### src/rtl/fifo_ext.sv
// Parametrised single-clock FIFO with guarded accept, sticky error flags,
// programmable almost-full/empty thresholds, synchronous flush and optional FWFT read.
module fifo_ext #(
    parameter int unsigned FIFO_WIDTH = 14,
    parameter int unsigned FIFO_DEPTH = 64,
    parameter int unsigned FWFT       = 0,
    parameter int unsigned AE_THRESH  = FIFO_DEPTH / 2,
    parameter int unsigned AF_THRESH  = FIFO_DEPTH - 4
) (
    input  logic                          clk,
    input  logic                          rst_n,
    input  logic                          flush,
    input  logic                          wr_en,
    input  logic [FIFO_WIDTH-1:0]         wr_data,
    output logic                          fifo_full,
    output logic                          fifo_almst_full,
    output logic [$clog2(FIFO_DEPTH):0]   fifo_count,
    input  logic                          rd_en,
    output logic [FIFO_WIDTH-1:0]         rd_data,
    output logic                          rd_valid,
    output logic                          fifo_empty,
    output logic                          fifo_almst_empty,
    output logic                          overflow,
    output logic                          underflow
);

    localparam int unsigned AW = $clog2(FIFO_DEPTH);
    localparam int unsigned CW = AW + 1;

    logic [FIFO_WIDTH-1:0] mem [FIFO_DEPTH];
    logic [AW-1:0]         wr_ptr;
    logic [AW-1:0]         rd_ptr;
    logic [CW-1:0]         count;
    logic [CW-1:0]         count_nxt;
    logic                  wr_acc;
    logic                  rd_acc;

    // Status flags are pure decodes of the registered occupancy.
    assign fifo_full        = (count == CW'(FIFO_DEPTH));
    assign fifo_empty       = (count == '0);
    assign fifo_almst_full  = (count >= CW'(AF_THRESH));
    assign fifo_almst_empty = (count <  CW'(AE_THRESH));
    assign fifo_count       = count;

    assign wr_acc = wr_en & ~fifo_full;
    assign rd_acc = rd_en & ~fifo_empty;

    always_comb begin
        count_nxt = count + CW'(wr_acc) - CW'(rd_acc);
    end

    // Pointers, occupancy and sticky error flags.
    always_ff @(posedge clk or negedge rst_n) begin
        if (!rst_n) begin
            wr_ptr    <= '0;
            rd_ptr    <= '0;
            count     <= '0;
            overflow  <= 1'b0;
            underflow <= 1'b0;
        end else if (flush) begin
            wr_ptr    <= '0;
            rd_ptr    <= '0;
            count     <= '0;
            overflow  <= 1'b0;
            underflow <= 1'b0;
        end else begin
            if (wr_acc) begin
                wr_ptr <= wr_ptr + AW'(1);
            end
            if (rd_acc) begin
                rd_ptr <= rd_ptr + AW'(1);
            end
            count <= count_nxt;
            if (wr_en & fifo_full) begin
                overflow <= 1'b1;
            end
            if (rd_en & fifo_empty) begin
                underflow <= 1'b1;
            end
        end
    end

    // Storage array is deliberately left unreset.
    always_ff @(posedge clk) begin
        if (wr_acc && !flush) begin
            mem[wr_ptr] <= wr_data;
        end
    end

    generate
        if (FWFT != 0) begin : g_fwft
            assign rd_data  = mem[rd_ptr];
            assign rd_valid = ~fifo_empty;
        end else begin : g_std
            logic [FIFO_WIDTH-1:0] rd_data_q;
            logic                  rd_valid_q;

            // Registered read: data and a one-cycle valid pulse follow each accepted read.
            always_ff @(posedge clk or negedge rst_n) begin
                if (!rst_n) begin
                    rd_data_q  <= '0;
                    rd_valid_q <= 1'b0;
                end else if (flush) begin
                    rd_data_q  <= '0;
                    rd_valid_q <= 1'b0;
                end else begin
                    rd_valid_q <= rd_acc;
                    if (rd_acc) begin
                        rd_data_q <= mem[rd_ptr];
                    end
                end
            end

            assign rd_data  = rd_data_q;
            assign rd_valid = rd_valid_q;
        end
    endgenerate

endmodule

### config.mk
export PLATFORM = sky130hd
export DESIGN_NAME = fifo_ext
export DESIGN_NICKNAME = d
export VERILOG_FILES = /design/src/rtl/fifo_ext.sv
export SDC_FILE = /design/constraint.sdc
export NUM_CORES = 1
export LEC_CHECK = 0
export ABC_AREA = 1
export CAP_MARGIN = 20
export CORE_UTILIZATION = 28
export CTS_CLUSTER_SIZE = 40
export DETAILED_ROUTE_END_ITERATION = 16
export PLACE_DENSITY_LB_ADDON = 0.15
export SYNTH_ARGS = -nofsm -noshare
export SYNTH_HDL_FRONTEND = slang
export SYNTH_SLANG_ARGS = --single-unit
### constraint.sdc
create_clock -name clk -period 4.37 [get_ports clk]
set_input_delay 0.437 -clock clk [delete_from_list [all_inputs] [get_ports clk]]
set_output_delay 0.437 -clock clk [all_outputs]
set_load 0.1 [all_outputs]
### Word level (Yosys, flattened, before mapping)

Memory sizes are Yosys's and may differ from the RTL's.
Cells that the tools add are included.

| storage, ports and cells | value |
|---|---|
| bits in registers | 36 |
| latch bits | 0 |
| RAM bits | 896 |
| ROM bits | 0 |
| input port bits | 19 |
| output and inout bits | 28 |
| word-level logic and storage cells | 42 |
| memories | 1 |

| cells by class | value |
|---|---|
| add/subtract/negate cells | 4 |
| $mul | 0 |
| divide/modulo/power cells | 0 |
| $lt $le $gt $ge | 2 |
| equal/unequal tests | 1 |
| shift operators | 0 |
| mux-type cells | 14 |
| bitwise logic cells | 6 |
| reductions and logical operators | 7 |

Memory list:

| memory | depth | width | read ports | clocked after Yosys merged registers in | write ports | RTL line | RTL |
|---|---|---|---|---|---|---|---|
| mem | 64 | 14 | 1 | 0 | 1 | 30 | `logic [FIFO_WIDTH-1:0] mem [FIFO_DEPTH];` |

Operators with widths:

| operator | count |
|---|---|
| $mux 14 | 2 |
| $mux 6 | 4 |
| $add 6x1->6 const B | 2 |
| $reduce_bool 2->1 | 4 |
| $add 7x1->7 | 1 |
| $eq 7x7->1 const B | 1 |
| $ge 7x6->1 const B | 1 |
| $logic_not 7->1 | 1 |
| $lt 7x6->1 const B | 1 |
| $mux 1 | 7 |
| $mux 7 | 1 |
| $sub 7x1->7 | 1 |
| $and 1x1->1 | 4 |
| $not 1->1 | 2 |
| $logic_and 1x1->1 | 1 |
| $logic_not 1->1 | 1 |

### Depth between registers and ports, before layout

Gate-level depths: netlist (run 1).

| depth | value |
|---|---|
| depth after elaboration | 6 |
| gate-level depth with buffers | 22 |
| depth with buffers taken out | 22 |

### Worst setup path after synthesis (run 1)

Ideal clock, no wire load.

| timing | value |
|---|---|
| path kind | reg2reg |
| start point | reg count[5], in the netlist fifo_count[5] |
| end point | reg count[6], in the netlist fifo_count[6] |
| setup time | 0.134 ns |
| data arrival time | 5.342 ns |
| data required time | 4.236 ns |
| setup slack | -1.105 ns |
| stages on the path, launching flop included | 22 |
| buffers on the path | 0 |
| clock period less this slack | 5.475 ns |
| cells stage by stage | dfrtp_1 > inv_1 > ha_1 > inv_1 > nor3_1 > inv_1 > nand2_1 > inv_1 > nor2_1 > inv_1 > nand2_1 > ha_1 > inv_1 > fa_1 > nor2_1 > o21ai_0 > a21boi_0 > nor2_1 > nor2_1 > o21bai_1 > nand2_1 > nor2_1 |

| between the ends | value |
|---|---|
| cells in the longest elaborated chain, start to end | 6 |
| elaborated cells on any way between the ends | 9 |
| classes of those cells | add/sub: 2; eq/ne: 1; mux: 1; bitwise: 4; reduce/logical: 1 |

RTL lines:

| item | RTL line | RTL |
|---|---|---|
| from (decl) | 33 | `logic [CW-1:0] count;` |
| from (signal assigned) | 73 | `count <= count_nxt;` |
| $eq 7x7->1 | 39 | `assign fifo_full = (count == CW'(FIFO_DEPTH));` |
| net fifo_full | 15 | `output logic fifo_full,` |
| $not 1->1 | 45 | `assign wr_acc = wr_en & ~fifo_full;` |
| $and 1x1->1 | 45 |  |
| $add 7x1->7 | 49 | `count_nxt = count + CW'(wr_acc) - CW'(rd_acc);` |
| $sub 7x1->7 | 49 |  |
| $mux 7 | 60 | `end else if (flush) begin` |

The timed path passes the listed nets, and every way through them passes these cells.
A chain may end at the register's enable or synchronous reset.

### Final worst setup path (run 1)

| timing | value |
|---|---|
| start point | reg count[5], in the netlist fifo_count[5] |
| end point | reg count[6], in the netlist fifo_count[6] |

| between the ends | value |
|---|---|
| cells in the longest elaborated chain, start to end | 6 |
| elaborated cells on any way between the ends | 9 |
| classes of those cells | add/sub: 2; eq/ne: 1; mux: 1; bitwise: 4; reduce/logical: 1 |

RTL lines:

| item | RTL line |
|---|---|
| $eq 7x7->1 | 39 |
| $not 1->1 | 45 |
| $and 1x1->1 | 45 |
| $add 7x1->7 | 49 |
| $sub 7x1->7 (*) | 49 |
| $mux 7 (*) | 60 |

Every way passes the cells marked *; elsewhere a longest branch is shown, timed or not.

==> parameters.txt, run 1 <==
Parameter                              Value

Critical path
  CP top delay family ... simple AND/OR/NAND/NOR gates
  Nature of the critical path startpoint ... flop
  Crit-path max cell delay ... 420 ps
  Required time of the critical path ... 4990 ps
  Worst Setup End Kind ... flop
  Cell with the largest stage delay on the worst path ... sky130_fd_sc_hd__dfrtp_1
  Max Fanout on Critical Path ... 5
  Worst path bufs/invs ... 6
  Signal arrival time at the worst endpoint ... 3960 ps
  CP cell instances ... inv_1 > ha_1 > inv_1 > nor3_4 > inv_1 > nand2_1 > inv_1 > nor2_1 > inv_1 > nand2_1 > ha_1 > inv_1 > fa_1 > nor2_1 > o21ai_0 > a21boi_0 > nor2_1 > nor2_1 > nor2_1 > nand2_1 > nand2_1 > nor2_1
  Type of the worst setup path ... reg -> reg

Global route
  Number of antenna violations at the first check in global routing ... 9
  Via count of the first global-routing pass ... ~25000
  Final global-route overflow total ... 0
  Overall track demand over capacity in global routing ... 16.5%
  Pin count of the biggest net entering global routing ... 143
  First-pass GRT wire length ... between 150000 and 200000 µm

STA
  Min setup slack post-route ... 1030 ps
  Peak clock frequency supported by timing ... ~0.30 GHz
  Clock Skews ... 20.7 ps
  Share of the clock period used by the worst path after layout ... 76.5%
  Final Setup Violations ... 0
  Max-slew violation count ... 0
  Setup repair after global routing missed its margin ... false
  Normalized max-slew margin ... 31.1%
  Tightest Pin Transition ... ~1000 ps
  Final period demand of the worst path ... 3340 ps
  Final-report hold violation count ... 0
  Setup Total Neg Slack ... 0 ps

Placed design
  Post-DP HPWL ... 71500 µm
  IO buf count ... 46
  Routability congestion estimate ... 0.812
  Placement-stage worst setup slack ... 1080 ps

Routing
  Final ANT Viol Nets ... 0
  Wire length per cell after detailed routing ... between 20 and 25 µm
  Final routed wirelength across all metal layers ... 121000 µm
  Number of detailed-routing iterations run before antenna repair ... 5
  Vias after detailed routing ... 25900
  Starting DRC count in detailed routing ... 2073
  Via-per-instance ratio ... 4.47
  DRC errors left ... 0

Hold path
  Path category of the worst min-delay check ... in -> reg

Run status
  Run status ... complete, no violations

Die
  Die Wd ... 382 µm
  Number of top-level pins ... 47
  Die Area ... 146000 µm²
  Floorplan core area ... 142000 µm²
  Die Span Y ... between 300 and 400 µm
  Initial core utilization ... 28.4%
  Standard-cell rows ... 138

Pwr
  Leak Pwr ... 18.2 nW
  Power density relative to cell area ... 502 nW/µm²
  Largest vdd supply drop ... 438 µV
  Overall power consumption ... ~23 mW

Logic synthesis
  Average footprint of a synthesized cell ... 10.8 µm²
  Primary flip-flop cell chosen by synthesis mapping ... sky130_fd_sc_hd__edfxtp_1
  Synth cell types ... 31
  Largest area contributor in the netlist ... sky130_fd_sc_hd__edfxtp_1
  Synth Cell Area ... 40300 µm²
  Synth top area cells ... sky130_fd_sc_hd__edfxtp_1 67%, sky130_fd_sc_hd__nand2_1 9.3%, sky130_fd_sc_hd__nand3_1 8.4%
  Number of flops mapped to enable cells by yosys ... 896
  Post-Syn Instances ... 3730
  Yosys warning count ... 0
  Portion of the post-synthesis area used by sequential elements ... 68.9%
  Number of storage elements in the synthesis netlist ... 932
  Syn nets ... 3765
  FFs w/ async S/R, synth ... under 10%
  Top-area cell type share of the netlist area ... 66.7%

Cells and area
  Most common library cell in the layout ignoring fill and taps ... sky130_fd_sc_hd__nand2_1
  Total number of nets in the final design ... 3856
  Count of fill cells added during filler insertion ... ~14000
  Layout cells sized above 1 ... 8.88%
  Syn-to-layout area delta ... 15.2%
  Top library cells by usage in the layout, fill and taps aside ... 1004 x sky130_fd_sc_hd__nand2_1, 896 x sky130_fd_sc_hd__edfxtp_1, 674 x sky130_fd_sc_hd__nand3_1, 533 x sky130_fd_sc_hd__inv_1, 122 x sky130_fd_sc_hd__buf_4

Clock tree
  Reg clk slew, reported paths ... 60 ps
  Cts bufs inserted ... 108
  TritonCTS clock tree ... built
  Total setup buffers inserted after CTS ... 0
  Clock latency at the later pin of the worst-skew pair ... slightly below 700 ps
  Deepest clock path buffer count ... 3
  Root buffer cell ... sky130_fd_sc_hd__clkbuf_16
  Maximum level of the CTS H-tree ... 3
  Sinks on the clock net ... just over 900

Flow run
  Max cap viols ... 0
## path summary, 6_finish.rpt
| kind | from | endpoint | slack, ps | cells after the start |
|---|---|---|---|---|
| hold / removal | wr_data[9] | mem[52][9] | 320 | 1 |
| setup / recovery | fifo_count[5] | fifo_count[6] | 1030 | 22 |
| min in group asynchronous | rst_n | fifo_count[6] | 430 | 2 |
| max in group asynchronous | rst_n | rd_ptr[2] | 3230 | 2 |
| hold reg to reg | underflow | underflow | 500 | 2 |
| setup reg to reg | fifo_count[5] | fifo_count[6] | 1030 | 22 |
## sequential cells by signal, indices dropped and copies added (netlist names)
register    cells
fifo_count      7
mem           896
overflow        1
rd_data        14
rd_ptr          6
rd_valid        1
underflow       1
wr_ptr          6
## report_power, final
| part | switching (mW) | internal, mW |
|---|---|---|
| combinational | 3.51 | 1.26 |
| clock | 3.65 | 4.79 |
| sequential | 0.210 | 9.89 |
## per-layer routing
| layer | share of wire (%) | routed length [µm] | GRT usage, % |
|---|---|---|---|
| met1 | 47 | 57000 | 23.9 |
| met2 | 46 | 55400 | 25.8 |
| met3 | 4.7 | 5700 | 2.20 |
| met4 | 2.2 | 2650 | 4.69 |
| met5 | 0.0066 | 8 | 0 |
## cells in the mapped netlist (2+ instances only)
cell	instances
sky130_fd_sc_hd__a21oi_1	10
sky130_fd_sc_hd__buf_1	16
sky130_fd_sc_hd__buf_2	106
sky130_fd_sc_hd__buf_4	2
sky130_fd_sc_hd__buf_6	27
sky130_fd_sc_hd__clkbuf_1	48
sky130_fd_sc_hd__clkinv_1	3
sky130_fd_sc_hd__dfrtp_1	36
sky130_fd_sc_hd__edfxtp_1	896
sky130_fd_sc_hd__ha_1	15
sky130_fd_sc_hd__inv_1	534
sky130_fd_sc_hd__nand2_1	1004
sky130_fd_sc_hd__nand3_1	674
sky130_fd_sc_hd__nand4_1	8
sky130_fd_sc_hd__nor2_1	111
sky130_fd_sc_hd__nor3_1	4
sky130_fd_sc_hd__o211ai_1	70
sky130_fd_sc_hd__o21ai_0	26
sky130_fd_sc_hd__o22ai_1	3
sky130_fd_sc_hd__or2_1	76
sky130_fd_sc_hd__or2_2	50
sky130_fd_sc_hd__xnor2_1	2
## kinds of logic (layout without fill, tap and decap cells)
group	count (synthesis)	after routing	synth area share (%)
other cells	0	3	0
compound gates	111	111	1.83
fa+ha+maj	16	16	0.515
flops	932	932	68.9
xor+xnor	3	3	0.0651
simple gates	1929	1929	20.9
buf+inv	739	917	7.76
## worst register-to-register path, stage by stage (launching register included)
cell,delay (ps)
sky130_fd_sc_hd__dfrtp_1,420
sky130_fd_sc_hd__inv_1,130
sky130_fd_sc_hd__ha_1,210
sky130_fd_sc_hd__inv_1,80
sky130_fd_sc_hd__nor3_4,210
sky130_fd_sc_hd__inv_1,60
sky130_fd_sc_hd__nand2_1,160
sky130_fd_sc_hd__inv_1,110
sky130_fd_sc_hd__nor2_1,170
sky130_fd_sc_hd__inv_1,80
sky130_fd_sc_hd__nand2_1,80
sky130_fd_sc_hd__ha_1,160
sky130_fd_sc_hd__inv_1,60
sky130_fd_sc_hd__fa_1,420
sky130_fd_sc_hd__nor2_1,110
sky130_fd_sc_hd__o21ai_0,110
sky130_fd_sc_hd__a21boi_0,250
sky130_fd_sc_hd__nor2_1,70
sky130_fd_sc_hd__nor2_1,150
sky130_fd_sc_hd__nor2_1,60
sky130_fd_sc_hd__nand2_1,50
sky130_fd_sc_hd__nand2_1,50
sky130_fd_sc_hd__nor2_1,80
## per-stage QoR
stage | hold slack (ps) | utilization, % | area [µm²] | cells
floorplan | 141 | - | 40300 | 3730
global placement | 490 | 30.4 | 43200 | 5599
detailed placement | 496 | 30.4 | 43200 | 5599
CTS | 278 | 32.7 | 46500 | 5798
global route | 310 | 32.7 | 46500 | 5798
finish | 316 | 32.7 | 46500 | 5801
## final cells by class
cell class | instances | area [µm²] | share of cell area (%)
Tap cell | 1890 | 2360 | 5.09
Clock inverter | 56 | 322 | 0.692
Timing Repair Buffer | 182 | 1580 | 3.39
Sequential cell | 932 | 27800 | 59.9
Clock buffer | 141 | 2920 | 6.29
Multi-Input combinational cell | 2059 | 9430 | 20.3
Antenna cell | 3 | 7.51 | 0.0162
Inverter | 538 | 2040 | 4.38
## timing repair
item	in CTS	in global routing
endpoints found under the hold margin	39	0
hold buffers	2	0
resized for setup	0	0
No activity file was read; power rests on OpenSTA's default activity.
==> run 2, diff against run 1 <==
Clock period 4.37 ns to 2.73 ns, I/O delays scaled along.
==> parameters.txt, run 2 (synthesis gave the netlist of run 1 again) <==
Parameter                              Value

Routing
  Final routed wirelength across all metal layers ... between 100000 and 150000 µm
  Number of detailed-routing iterations run before antenna repair ... 5
  Final ANT Viol Nets ... 0
  Via-per-instance ratio ... around 4.5
  DRC errors left ... 0
  Vias after detailed routing ... 26200
  Wire length per cell after detailed routing ... around 21 µm
  Starting DRC count in detailed routing ... 1901

Global route
  Final global-route overflow total ... 0
  Via count of the first global-routing pass ... 25800
  Overall track demand over capacity in global routing ... 16.7%
  Met1 usage in global routing ... 23.2%
  Pin count of the biggest net entering global routing ... 75
  GRT Max-Usage Layer ... met2
  Met2 track utilization from global routing ... 26.9%
  First-pass GRT wire length ... around 180000 µm
  GR Util met3 ... around 2.6%
  Number of antenna violations at the first check in global routing ... 5

Clock tree
  Root buffer cell ... sky130_fd_sc_hd__clkbuf_16
  TritonCTS clock tree ... built
  Clock latency at the later pin of the worst-skew pair ... 700 ps
  Cts bufs inserted ... 105
  Reg clk slew, reported paths ... 60 ps
  Sinks on the clock net ... 932
  Maximum level of the CTS H-tree ... 3
  Deepest clock path buffer count ... 3

STA
  Tightest Pin Transition ... 967 ps
  Max-slew violation count ... 0
  Peak clock frequency supported by timing ... about 0.38 GHz
  Clock Skews ... around 34 ps
  Share of the clock period used by the worst path after layout ... 96.6%
  Normalized max-slew margin ... 35.6%
  Final period demand of the worst path ... 2640 ps
  Setup repair after global routing missed its margin ... true
  Final-report hold violation count ... 0
  Final Setup Violations ... 0
  WHS ... 105 ps
  Setup Total Neg Slack ... 0 ps

Cells and area
  Total number of nets in the final design ... 3917
  Top library cells by usage in the layout, fill and taps aside ... 1001 x sky130_fd_sc_hd__nand2_1, 896 x sky130_fd_sc_hd__edfxtp_1, 674 x sky130_fd_sc_hd__nand3_1, 525 x sky130_fd_sc_hd__inv_1, 154 x sky130_fd_sc_hd__buf_4
  Most common library cell in the layout ignoring fill and taps ... sky130_fd_sc_hd__nand2_1
  Core Util, Final ... 33.7%
  Syn-to-layout area delta ... 19.0%
  Max reg flops ... 896
  Layout cells sized above 1 ... 12.6%
  Final std cells w/o fill ... 5867
  Top register by number of flip-flops ... mem

Critical path
  Max Fanout on Critical Path ... 2
  Slack of the worst reg-to-reg path ... 90 ps
  Signal arrival time at the worst endpoint ... 3260 ps
  Worst Setup End Kind ... flop
  Type of the worst setup path ... reg -> reg
  Source of the worst register-to-register timing path ... fifo_count[5]
  Required time of the critical path ... ~3400 ps
  Reg-to-reg endpoint ... fifo_count[6]
  Reg2Reg Depth ... 22
  Nature of the critical path startpoint ... flop

Die
  Die Wd ... 382 µm
  Die Span Y ... 382 µm
  Initial core utilization ... 28.4%
  Floorplan core area ... between 100000 and 150000 µm²
  Standard-cell rows ... 138
  Die Area ... 146000 µm²
  Number of top-level pins ... 47

Pwr
  Leak Pwr ... 18.7 nW
  Combinational cell fraction of total power ... 22.0%
  Proportion of power drawn by the clock network ... ~36%
  Largest vdd supply drop ... 564 µV
  Net switching power ... 11.8 mW
  Sequential group share of total power ... 42.2%
  Switch share ... 31.0%
  Power density relative to cell area ... 794 nW/µm²
  Cell internal power dissipation ... 26.3 mW
  Overall power consumption ... 38.1 mW

Run status
  Run status ... complete, no violations

Placed design
  Routability congestion estimate ... 0.799
  IO buf count ... 46
  Total placed cells including tap cells ... 5662
  Post-DP HPWL ... 73200 µm

Hold path
  Worst hold path endpoint ... mem[23][1]
  Hold Crit Depth ... 1
  Worst Min Path Start ... wr_data[1]
  Path category of the worst min-delay check ... in -> reg

Flow run
  Max cap viols ... 0
[run 2: cell count changes in the layout (fill, tap and decap cells not counted), moves of 28 or more]
cell                              before  now
sky130_fd_sc_hd__buf_12               13   72
sky130_fd_sc_hd__buf_4               122  154
sky130_fd_sc_hd__clkdlybuf4s50_1      31    3
sky130_fd_sc_hd__nor2_1              109   70
sky130_fd_sc_hd__nor2_4                0   38
[run 2: per-layer routing]
| layer | vias to the layer above | wire length [µm] |
|---|---|---|
| met4 | 0 | 2810 |
| met1 | 12900 | 57200 |
| li1 | 12700 | - |
| met2 | 492 | 56900 |
| met5 | - | 0 |
| met3 | 142 | 5450 |
[run 2: what timing repair did]
item	4_1_cts	5_1_grt
resized for setup	1	4
endpoints found under the setup margin	1	6
buffers inserted	0	1
hold buffers	2	0
hold endpoints to repair	47	0
pin swaps	2	5
[run 2: area by class of cell]
class                      instances  area, µm²
clock buffer                     144       2830
antenna                            5       12.5
multi-input combinational       2059       9770
sequential                       932      27800
fill                           14400      94300
timing repair buffer             246       2720
inverter                         538       2040
clock inverter                    53        425
tap                             1890       2360
[run 2: worst max-delay path by stage]
stage	startpoint	endpoint	slack, ps	depth (start not counted)
floorplan	fifo_count[4]	fifo_count[6]	-870	21
global placement	fifo_count[4]	fifo_count[6]	-70	22
detailed placement	fifo_count[4]	fifo_count[6]	10	22
CTS	fifo_count[2]	fifo_count[6]	7	22
global route	fifo_count[5]	fifo_count[6]	-100	22
finish	fifo_count[5]	fifo_count[6]	90	22
[run 2: power groups by stage]
stage               sequential (mW)  combinational [mW]  clock [mW]
finish                         16.1                8.39        13.7
global route                   16.1                9.21        14.6
CTS                            16.1                8.51        14.0
detailed placement             16.4                8.47           0
global placement               16.4                8.49           0
floorplan                      17.0                4.59           0
[run 2: critical path, cell delays in order, from the launching register on]
cell and delay (ps):
sky130_fd_sc_hd__dfrtp_4 480, sky130_fd_sc_hd__inv_4 70, sky130_fd_sc_hd__ha_4 130, sky130_fd_sc_hd__inv_2 40, sky130_fd_sc_hd__nor3_4 160, sky130_fd_sc_hd__inv_1 70, sky130_fd_sc_hd__nand2_2 70, sky130_fd_sc_hd__inv_2 50
sky130_fd_sc_hd__nor2_4 110, sky130_fd_sc_hd__inv_2 50, sky130_fd_sc_hd__nand2_2 60, sky130_fd_sc_hd__ha_4 130, sky130_fd_sc_hd__inv_2 30, sky130_fd_sc_hd__fa_2 340, sky130_fd_sc_hd__nor2_2 110, sky130_fd_sc_hd__o21ai_2 80
sky130_fd_sc_hd__a21boi_2 150, sky130_fd_sc_hd__nor2_1 50, sky130_fd_sc_hd__nor2_1 140, sky130_fd_sc_hd__nor2_1 60, sky130_fd_sc_hd__nand2_1 50, sky130_fd_sc_hd__nand2_1 50, sky130_fd_sc_hd__nor2_1 80
[run 2: per-stage QoR]
step	setup slack, ps	instance area (µm²)
global route	-97.4	48000
finish	92.9	48000
floorplan	-865	40700
global placement	-67.2	44700
CTS	7.22	48000
detailed placement	11.8	44700
